<file path="src/rtl/eif_spike_monitor_if.sv">
// Event output port of eif_spike_monitor: valid/ready handshake plus event word fields.
interface eif_spike_monitor_if #(
  parameter int ISI_W = 16
);
  logic             evt_valid;
  logic             evt_ready;
  logic             evt_first;
  logic             evt_sat;
  logic [ISI_W-1:0] evt_isi;
  logic [7:0]       evt_state;

  modport master (
    output evt_valid,
    output evt_first,
    output evt_sat,
    output evt_isi,
    output evt_state,
    input  evt_ready
  );

  modport slave (
    input  evt_valid,
    input  evt_first,
    input  evt_sat,
    input  evt_isi,
    input  evt_state,
    output evt_ready
  );
endinterface

</file>
<file path="src/rtl/eif_spike_monitor.sv">
// eif_spike_monitor: detects rising edges of the neuron spike, measures the
// inter-spike interval in enabled cycles and queues event words in a small
// first-word-fall-through FIFO drained through a valid/ready port.
module eif_spike_monitor #(
  parameter int ISI_W      = 16,
  parameter int FIFO_DEPTH = 4
) (
  input  logic                  clk,
  input  logic                  rst,
  input  logic                  ena,
  input  logic                  spike_in,
  input  logic [7:0]            state_in,
  eif_spike_monitor_if.master   evt,
  output logic [15:0]           spike_count,
  output logic [7:0]            drop_count
);

  localparam int AW = (FIFO_DEPTH > 1) ? $clog2(FIFO_DEPTH) : 1;
  localparam int WW = ISI_W + 10;
  localparam logic [ISI_W-1:0] ISI_MAX  = {ISI_W{1'b1}};
  localparam logic [ISI_W-1:0] ISI_ONE  = ISI_W'(1);
  localparam logic [AW:0]      CNT_FULL = (AW+1)'(FIFO_DEPTH);
  localparam logic [AW:0]      CNT_ONE  = (AW+1)'(1);
  localparam logic [AW-1:0]    PTR_ONE  = AW'(1);

  // Event word layout: {first, sat, isi[ISI_W-1:0], state[7:0]}
  logic             spike_d;
  logic             first_pending;
  logic [ISI_W-1:0] isi_cnt;
  logic [WW-1:0]    mem [FIFO_DEPTH];
  logic [AW-1:0]    rd_ptr;
  logic [AW-1:0]    wr_ptr;
  logic [AW:0]      count;

  logic             hit;
  logic             not_empty;
  logic             full;
  logic             pop;
  logic             push;
  logic             drop;
  logic [WW-1:0]    evt_word;
  logic [WW-1:0]    head;

  // Edge detect, handshake decode and event word assembly.
  always_comb begin
    hit       = ena & spike_in & ~spike_d;
    not_empty = (count != '0);
    full      = (count == CNT_FULL);
    pop       = not_empty & evt.evt_ready;
    push      = hit & (~full | pop);
    drop      = hit & full & ~pop;
    if (first_pending) begin
      evt_word = {1'b1, 1'b0, {ISI_W{1'b0}}, state_in};
    end else begin
      evt_word = {1'b0, (isi_cnt == ISI_MAX), isi_cnt, state_in};
    end
  end

  // Spike history, ISI counter and first-event flag.
  always_ff @(posedge clk or posedge rst) begin
    if (rst) begin
      spike_d       <= 1'b0;
      isi_cnt       <= '0;
      first_pending <= 1'b1;
    end else begin
      spike_d <= spike_in;
      if (hit) begin
        isi_cnt       <= ISI_ONE;
        first_pending <= 1'b0;
      end else if (ena && (isi_cnt != ISI_MAX)) begin
        isi_cnt <= isi_cnt + ISI_ONE;
      end else begin
        isi_cnt <= isi_cnt;
      end
    end
  end

  // FIFO storage; contents need no reset because outputs are gated by valid.
  always_ff @(posedge clk) begin
    if (push) begin
      mem[wr_ptr] <= evt_word;
    end
  end

  // FIFO pointers and occupancy; pop and push may coincide when non-empty.
  always_ff @(posedge clk or posedge rst) begin
    if (rst) begin
      rd_ptr <= '0;
      wr_ptr <= '0;
      count  <= '0;
    end else begin
      if (pop) begin
        rd_ptr <= rd_ptr + PTR_ONE;
      end
      if (push) begin
        wr_ptr <= wr_ptr + PTR_ONE;
      end
      case ({push, pop})
        2'b10:   count <= count + CNT_ONE;
        2'b01:   count <= count - CNT_ONE;
        default: count <= count;
      endcase
    end
  end

  // Running spike counter (wrapping) and drop counter (saturating).
  always_ff @(posedge clk or posedge rst) begin
    if (rst) begin
      spike_count <= 16'd0;
      drop_count  <= 8'd0;
    end else begin
      if (hit) begin
        spike_count <= spike_count + 16'd1;
      end
      if (drop && (drop_count != 8'hFF)) begin
        drop_count <= drop_count + 8'd1;
      end
    end
  end

  // Head of FIFO onto the event port, forced to zero while empty.
  always_comb begin
    head          = mem[rd_ptr];
    evt.evt_valid = not_empty;
    if (not_empty) begin
      evt.evt_first = head[WW-1];
      evt.evt_sat   = head[WW-2];
      evt.evt_isi   = head[ISI_W+7:8];
      evt.evt_state = head[7:0];
    end else begin
      evt.evt_first = 1'b0;
      evt.evt_sat   = 1'b0;
      evt.evt_isi   = '0;
      evt.evt_state = 8'd0;
    end
  end

endmodule

</file>
<file path="src/flat_wrapper.sv">
// flat-port wrapper written by rule: the top's interface ports become plain ports
module eif_spike_monitor_flat 
#(
  parameter int ISI_W      = 16,
  parameter int FIFO_DEPTH = 4
)
  (clk, rst, ena, spike_in, state_in, spike_count, drop_count, evt_evt_valid, evt_evt_first, evt_evt_sat, evt_evt_isi, evt_evt_state, evt_evt_ready);
  eif_spike_monitor_if #(.ISI_W(ISI_W)) evt_i ();
  input  logic clk;
  input  logic rst;
  input  logic ena;
  input  logic spike_in;
  input  logic [7:0] state_in;
  output logic [15:0] spike_count;
  output logic [7:0] drop_count;
  output wire logic [$bits(evt_i.evt_valid)-1:0] evt_evt_valid;
  output wire logic [$bits(evt_i.evt_first)-1:0] evt_evt_first;
  output wire logic [$bits(evt_i.evt_sat)-1:0] evt_evt_sat;
  output wire logic [$bits(evt_i.evt_isi)-1:0] evt_evt_isi;
  output wire logic [$bits(evt_i.evt_state)-1:0] evt_evt_state;
  input wire logic [$bits(evt_i.evt_ready)-1:0] evt_evt_ready;
  assign evt_evt_valid = evt_i.evt_valid;
  assign evt_evt_first = evt_i.evt_first;
  assign evt_evt_sat = evt_i.evt_sat;
  assign evt_evt_isi = evt_i.evt_isi;
  assign evt_evt_state = evt_i.evt_state;
  assign evt_i.evt_ready = evt_evt_ready;
  eif_spike_monitor #(.ISI_W(ISI_W), .FIFO_DEPTH(FIFO_DEPTH)) u_core (.clk(clk), .rst(rst), .ena(ena), .spike_in(spike_in), .state_in(state_in), .evt(evt_i), .spike_count(spike_count), .drop_count(drop_count));
endmodule
</file>
<file path="config.mk">
export PLATFORM = sky130hd
export DESIGN_NAME = eif_spike_monitor_flat
export DESIGN_NICKNAME = d
export VERILOG_FILES = /design/src/rtl/eif_spike_monitor_if.sv /design/src/rtl/eif_spike_monitor.sv /design/src/flat_wrapper.sv
export SDC_FILE = /design/constraint.sdc
export NUM_CORES = 1
export LEC_CHECK = 0
export ABC_AREA = 1
export CORE_MARGIN = 1
export CORE_UTILIZATION = 35
export CTS_CLUSTER_DIAMETER = 100
export CTS_CLUSTER_SIZE = 28
export DETAILED_ROUTE_END_ITERATION = 16
export SYNTH_ARGS = -nofsm -noshare
export SYNTH_HDL_FRONTEND = slang
export SYNTH_SLANG_ARGS = --single-unit
</file>
<file path="constraint.sdc">
create_clock -name clk -period 4 [get_ports clk]
set_clock_uncertainty 0.15 [all_clocks]
set_input_delay 1.2 -clock clk [delete_from_list [all_inputs] [get_ports clk]]
set_output_delay 1.2 -clock clk [all_outputs]
set_load 0.005 [all_outputs]
</file>
==> results of run 1 <==
[metal layers]
metal | wire (um) | vias up | track usage
met3 | 686 | 16 | 0.0313
met2 | 6700 | 103 | 0.248
li1 | - | 2468 | -
met5 | 0 | - | 0
met1 | 7070 | 2278 | 0.211
met4 | 208 | 0 | 0.0634
[area by class of cell]
| cell class | count | area, um2 | share of cell area |
|---|---|---|---|
| Clock buffer | 20 | 437 | 0.0519 |
| Clock inverter | 12 | 126 | 0.0150 |
| Inverter | 52 | 200 | 0.0238 |
| Multi-Input combinational cell | 472 | 2220 | 0.264 |
| Sequential cell | 153 | 4350 | 0.517 |
| Tap cell | 260 | 325 | 0.0387 |
| Timing Repair Buffer | 78 | 756 | 0.0898 |
[power by group]
group	total [W]	internal (W)	switching, W
Combinational	0.00166	0.000806	0.000855
Sequential	0.00197	0.00185	0.000120
Clock	0.00153	0.000914	0.000615
[through the flow]
stage | utilization | worst slack (ns) | hold slack [ns] | area, um2 | cells
CTS | 0.444 | 0.168 | 0.345 | 8410 | 1047
finish | 0.444 | 0.216 | 0.344 | 8410 | 1047
detailed placement | 0.414 | 0.634 | 0.336 | 7850 | 1015
floorplan | - | 0.577 | 0.314 | 6880 | 701
global route | 0.444 | 0.0713 | 0.378 | 8410 | 1047
global placement | 0.414 | 0.662 | 0.336 | 7850 | 1015
[final timing paths]
check	to	startpoint	slack, ns
setup reg to reg	u_core.isi_cnt[5]	u_core.isi_cnt[0]	1.97
max in group asynchronous	u_core.first_pending	rst	2.05
min in group asynchronous	u_core.drop_count[7]	rst	0.98
hold / removal	u_core.count[0]	u_core.count[0]	0.34
hold reg to reg	u_core.count[0]	u_core.count[0]	0.34
setup / recovery	evt_evt_isi[8]	u_core.rd_ptr[0]	0.22
[state kept, by name, indices dropped and copies added, names as in the netlist]
signal	count
u_core.mem	104
u_core.isi_cnt	16
u_core.spike_count	16
u_core.drop_count	8
u_core.count	3
u_core.rd_ptr	2
u_core.wr_ptr	2
u_core.first_pending	1
u_core.spike_d	1
[logic make-up after synthesis]
group | synth area share
AO/OA/AOI/OAI | 0.0697
XOR/XNOR | 0.0280
adder cells (fa/ha/maj) | 0.0157
buffers and inverters | 0.0459
flip-flops | 0.633
AND/OR/NAND/NOR | 0.208
[critical path: stages, from the launching register on]
cell and delay [ns]:
dfrtp_1 0.35, buf_4 0.27, buf_4 0.36, nor2_1 0.09, nor2_1 0.11, o21ai_0 0.10, a21oi_1 0.18, clkdlybuf4s50_1 0.53
[layout by cell type (no fill, tap or decap), types with 2 or more instances in the layout]
cell             Yosys  layout
clkdlybuf4s50_1      0      63
o21ai_1              4       4
a21oi_1             29      29
inv_1               46      45
bufinv_16            0       2
xor2_1              12      12
xnor2_1             10      10
nor3_1               2       2
edfxtp_1           104     104
clkbuf_1            11       3
clkinv_2             0       3
nor2_2               3       7
nand2_1            121     121
clkinvlp_4           0       4
inv_2                3       4
o21ai_0             61      61
dfrtp_1             48      48
clkinv_4             1       2
clkbuf_16            0      17
nand3_1             22      22
buf_4                1      14
nand4_1             17      17
nand2_2              3       3
nor2_1             171     167
ha_1                 7       7
clkinv_1             2       3
==> flow_metrics.py, run 1 <==
metrics = {
    "clock_tree": {
        "cts.repair.resized": 0,
        "cts-buffers-inserted": 17,
        "clockBufferDepth": 2,
        "clock_latency_ns": 0.42,
        "clkTransAtPathRegs_ns": 0.06,
        "cts_setup_buffers": 0,
        "htreeDepth": 4,
        "clock_sinks": 153,
        "root_buffer": "clkbuf_16",
        "cts_tree": "yes",
        "hold_buffers": 0,
    },
    "sta": {
        "slew_headroom": 0.521,
        "rsz0062_at_grt": "no",
        "setup_tns_ns": 0,
        "max_clock_freq_mhz": 264,
        "period_needed_ns": 3.78,
        "finalHoldViolCount": 0,
        "drv_slew": 0,
        "finalCritPeriodShare": 0.946,
        "worstMarginPinSlew_ns": 0.712,
        "finalSetupViolations": 0,
    },
    "detailed_routing": {
        "drc": 0,
        "dr.pass1.iters": 5,
        "via_per_inst": 4.65,
        "via_count": 4865,
        "routed_wl_mm": 14.7,
        "wl_per_cell_um": 14.0,
        "drt.antenna.violating_nets": 0,
        "drt_iter0_drc": 219,
    },
    "global_routing": {
        "grt_pass1_wl_mm": 24.0,
        "first_global_vias": 4677,
        "grt.total_usage": 0.157,
        "grt-ovfl-total": 0,
        "antenna_found_initial": 0,
        "grt_start_max_net_pins": 33,
    },
    "finish": {
        "drive_above_1_share": 0.0826,
        "nets": 795,
        "nFillCells": 1811,
        "syn2layout_area_growth_pct": 22.4,
        "diodes": 0,
    },
    "synth": {
        "synth.area.top_cells": "edfxtp_1 (45%), dfrtp_1 (17%), nor2_1 (9.3%)",
        "synth-seq-area-share": 0.633,
        "synth-edff-count": 104,
        "yosysTopAreaCellShare": 0.454,
        "syn_avg_cell_area_um2": 9.81,
        "ys_async_sr_fraction": 0.320,
        "ys.flop_type": "edfxtp_1",
        "ys_seq_elements": 153,
        "syn_inst": 701,
        "synth_area_leader_cell": "edfxtp_1",
        "yosys_warnings": 0,
        "synth.top_cells.by_count": "nor2_1 (171), nand2_1 (121), edfxtp_1 (104)",
        "netlist_area_um2": 6880,
        "synth.distinct_cells": 34,
        "synth_fp_nets": 722,
        "synthMostInstantiatedCell": "nor2_1",
    },
    "die": {
        "row_count": 50,
        "die_h_um": 142,
        "initial_utilization": 0.363,
        "die_width_um": 142,
        "core-area_um2": 19000,
        "pin_count": 64,
        "die_area_um2": 20200,
    },
    "outcome": {
        "status": "finished, final reports clean",
    },
    "hold_path": {
        "hp-class": "reg2reg",
        "holdPathStages": 1,
    },
    "power": {
        "finalPower_w": 0.00516,
        "powerDensity_nw_per_um2": 613,
        "p_leak_nw": 3.26,
        "ir_worst_vdd_mv": 0.350,
    },
    "setup_path": {
        "worst-endpoint-arrival_ns": 2.43,
        "crit_fanout": 30,
        "reg2reg_depth": 8,
        "cp-end-kind": "output pin",
        "cp.required_ns": 2.65,
        "critical_path.startpoint_type": "register",
        "critical_path_class": "reg2out",
    },
    "placement": {
        "place.port_buffers": 63,
        "gp_congestion": 0.828,
        "dp_hpwl_mm": 9.47,
    },
    "run": {
        "maxCapViolCount": 0,
    },
}
(Power assumes the default switching activity.)
==> run 2, diff against run 1 <==
--- a/config.mk
+++ b/config.mk
@@ -7,10 +7,12 @@
 export LEC_CHECK = 0
 export ABC_AREA = 1
 export CORE_MARGIN = 1
-export CORE_UTILIZATION = 35
+export CORE_UTILIZATION = 50
 export CTS_CLUSTER_DIAMETER = 100
 export CTS_CLUSTER_SIZE = 28
 export DETAILED_ROUTE_END_ITERATION = 16
+export PLACE_DENSITY = 0.71
+export RECOVER_POWER = 100
 export SYNTH_ARGS = -nofsm -noshare
 export SYNTH_HDL_FRONTEND = slang
 export SYNTH_SLANG_ARGS = --single-unit
==> flow_metrics.py, run 2 (synthesis gave the netlist of run 1 again) <==
metrics = {
    "sta": {
        "finalSetupViolations": 0,
        "setup_tns_ns": 0,
        "period_needed_ns": 3.67,
        "drv_slew": 0,
        "max_clock_freq_mhz": 273,
        "worstMarginPinSlew_ns": 0.973,
        "slew_headroom": 0.351,
        "finalCritPeriodShare": 0.917,
        "finalHoldViolCount": 0,
        "finalWorstSetupSlack_ns": 0.333,
        "rsz0062_at_grt": "no",
    },
    "detailed_routing": {
        "drc": 0,
        "wl_per_cell_um": 15.0,
        "drt_iter0_drc": 461,
        "routed_wl_mm": 14.4,
        "via_per_inst": 5.23,
        "dr.pass1.iters": 5,
        "via_count": 5032,
        "drt.antenna.violating_nets": 0,
    },
    "global_routing": {
        "grt-ovfl-total": 0,
        "grt_use_met3": 0.0469,
        "met2_usage": 0.347,
        "use_met1": 0.291,
        "grt-busiest-layer": "met2",
        "grt.total_usage": 0.218,
        "antenna_found_initial": 0,
        "grt_pass1_wl_mm": 23.7,
        "first_global_vias": 4898,
        "grt_start_max_net_pins": 41,
    },
    "placement": {
        "dp_hpwl_mm": 9.37,
        "place_area_um2": 7730,
        "place.port_buffers": 63,
        "dpl_worst_slack_ns": 0.643,
        "gp_congestion": 0.850,
    },
    "setup_path": {
        "crit_fanout": 22,
        "reg2reg_depth": 7,
        "critical_path.startpoint_type": "register",
        "crit_chain": "inv_2 -> clkbuf_2 -> o21ai_0 -> a21oi_1 -> clkdlybuf4s50_1",
        "max_stage_delay_ns": 0.53,
        "cp_slowest_cell": "clkdlybuf4s50_1",
        "cp.required_ns": 2.65,
        "worst-endpoint-arrival_ns": 2.32,
        "cp-end-kind": "output pin",
        "critical_path_class": "reg2out",
    },
    "power": {
        "ir_worst_vdd_mv": 0.253,
        "p_leak_nw": 3.30,
        "powerDensity_nw_per_um2": 606,
    },
    "clock_tree": {
        "clkTransAtPathRegs_ns": 0.06,
        "clock_latency_ns": 0.42,
        "cts.repair.resized": 0,
        "cts-buffers-inserted": 17,
        "root_buffer": "clkbuf_16",
        "hold_buffers": 0,
        "clockBufferDepth": 2,
        "cts_tree": "yes",
        "cts_setup_buffers": 0,
        "htreeDepth": 4,
        "clock_sinks": 153,
    },
    "hold_path": {
        "holdPathStages": 1,
        "hp-class": "reg2reg",
    },
    "die": {
        "initial_utilization": 0.515,
        "die_width_um": 119,
        "die_h_um": 119,
        "die_area_um2": 14200,
        "pin_count": 64,
        "row_count": 42,
        "core-area_um2": 13300,
    },
    "finish": {
        "fin_util": 0.614,
        "nets": 794,
        "syn2layout_area_growth_pct": 19.1,
        "diodes": 0,
        "largest_reg_flops": 104,
        "top_register": "u_core.mem",
        "mostFrequentLayoutCell": "nor2_1",
        "final_area_um2": 8190,
        "nFillCells": 1138,
        "largestRegisters": "u_core.mem x104, u_core.isi_cnt x16, u_core.spike_count x16",
        "final_cell_mix": "nor2_1 (168), nand2_1 (125), edfxtp_1 (104), o21ai_0 (61), dlygate4sd3_1 (54)",
        "drive_above_1_share": 0.0598,
    },
    "run": {
        "maxCapViolCount": 0,
    },
    "outcome": {
        "status": "finished, final reports clean",
    },
}
==> run 2: changes by cell type in the layout (fill, tap and decap cells not counted), sizes merged, moves of 3 or more <==
cell           delta
clkdlybuf4s50    -54
buf              -10
clkbuf            +9
dlygate4sd3      +54
clkinv            +3
==> run 2: report_power, final <==
| part | internal (W) | total (W) | switching, W |
|---|---|---|---|
| combinational | 0.000713 | 0.00158 | 0.000862 |
| clock | 0.000837 | 0.00142 | 0.000585 |
| sequential | 0.00185 | 0.00197 | 0.000117 |
==> run 2: worst paths after layout <==
check / end / slack (ns) / from
max in group asynchronous: u_core.isi_cnt[9] / 1.39 / rst
max: evt_evt_isi[13] / 0.33 / u_core.rd_ptr[0]
min in group asynchronous: u_core.drop_count[1] / 1.04 / rst
min reg2reg: u_core.count[0] / 0.35 / u_core.count[0]
min: u_core.count[0] / 0.35 / u_core.count[0]
max reg2reg: u_core.isi_cnt[2] / 1.61 / u_core.spike_d
==> run 2: metrics by stage <==
stage / power [W] / instances / hold WS (ns)
after global placement: 0.00362 / 930 / 0.330
after detailed placement: 0.00367 / 930 / 0.335
after CTS: 0.00510 / 962 / 0.356
after global routing: 0.00527 / 962 / 0.385
final: 0.00497 / 962 / 0.354
after floorplan: 0.00288 / 701 / 0.314
==> run 2: worst max-delay path: cells and delay by family (launching register included) <==
kind                   cells  cell delay (ns)
AO/OA/AOI/OAI              2             0.39
buffers and inverters      3             1.11
flip-flops                 1             0.40
==> run 2: cell type report <==
class | count | area, um2 | share of cell area
clock buffers | 20 | 437 | 0.0533
multi-input cells | 472 | 2190 | 0.268
clock inverters | 12 | 83.8 | 0.0102
inverters | 52 | 196 | 0.0240
flip-flops and latches | 153 | 4350 | 0.531
repair buffers | 77 | 711 | 0.0868
well taps | 176 | 220 | 0.0269
==> run 2: layer usage <==
metal / vias up / share of wire
met3: 25 / 0.054
met2: 163 / 0.47
met1: 2377 / 0.45
met4: 0 / 0.018
met5: - / 0
li1: 2467 / -
==> run 3, diff against run 2 <==
--- a/config.mk
+++ b/config.mk
@@ -8,11 +8,11 @@
 export ABC_AREA = 1
 export CORE_MARGIN = 1
 export CORE_UTILIZATION = 50
-export CTS_CLUSTER_DIAMETER = 100
 export CTS_CLUSTER_SIZE = 28
 export DETAILED_ROUTE_END_ITERATION = 16
 export PLACE_DENSITY = 0.71
 export RECOVER_POWER = 100
+export SLEW_MARGIN = 20
 export SYNTH_ARGS = -nofsm -noshare
 export SYNTH_HDL_FRONTEND = slang
 export SYNTH_SLANG_ARGS = --single-unit
==> results of run 3 <==
The final DEF is identical to that of run 2; final timing and power are the same.
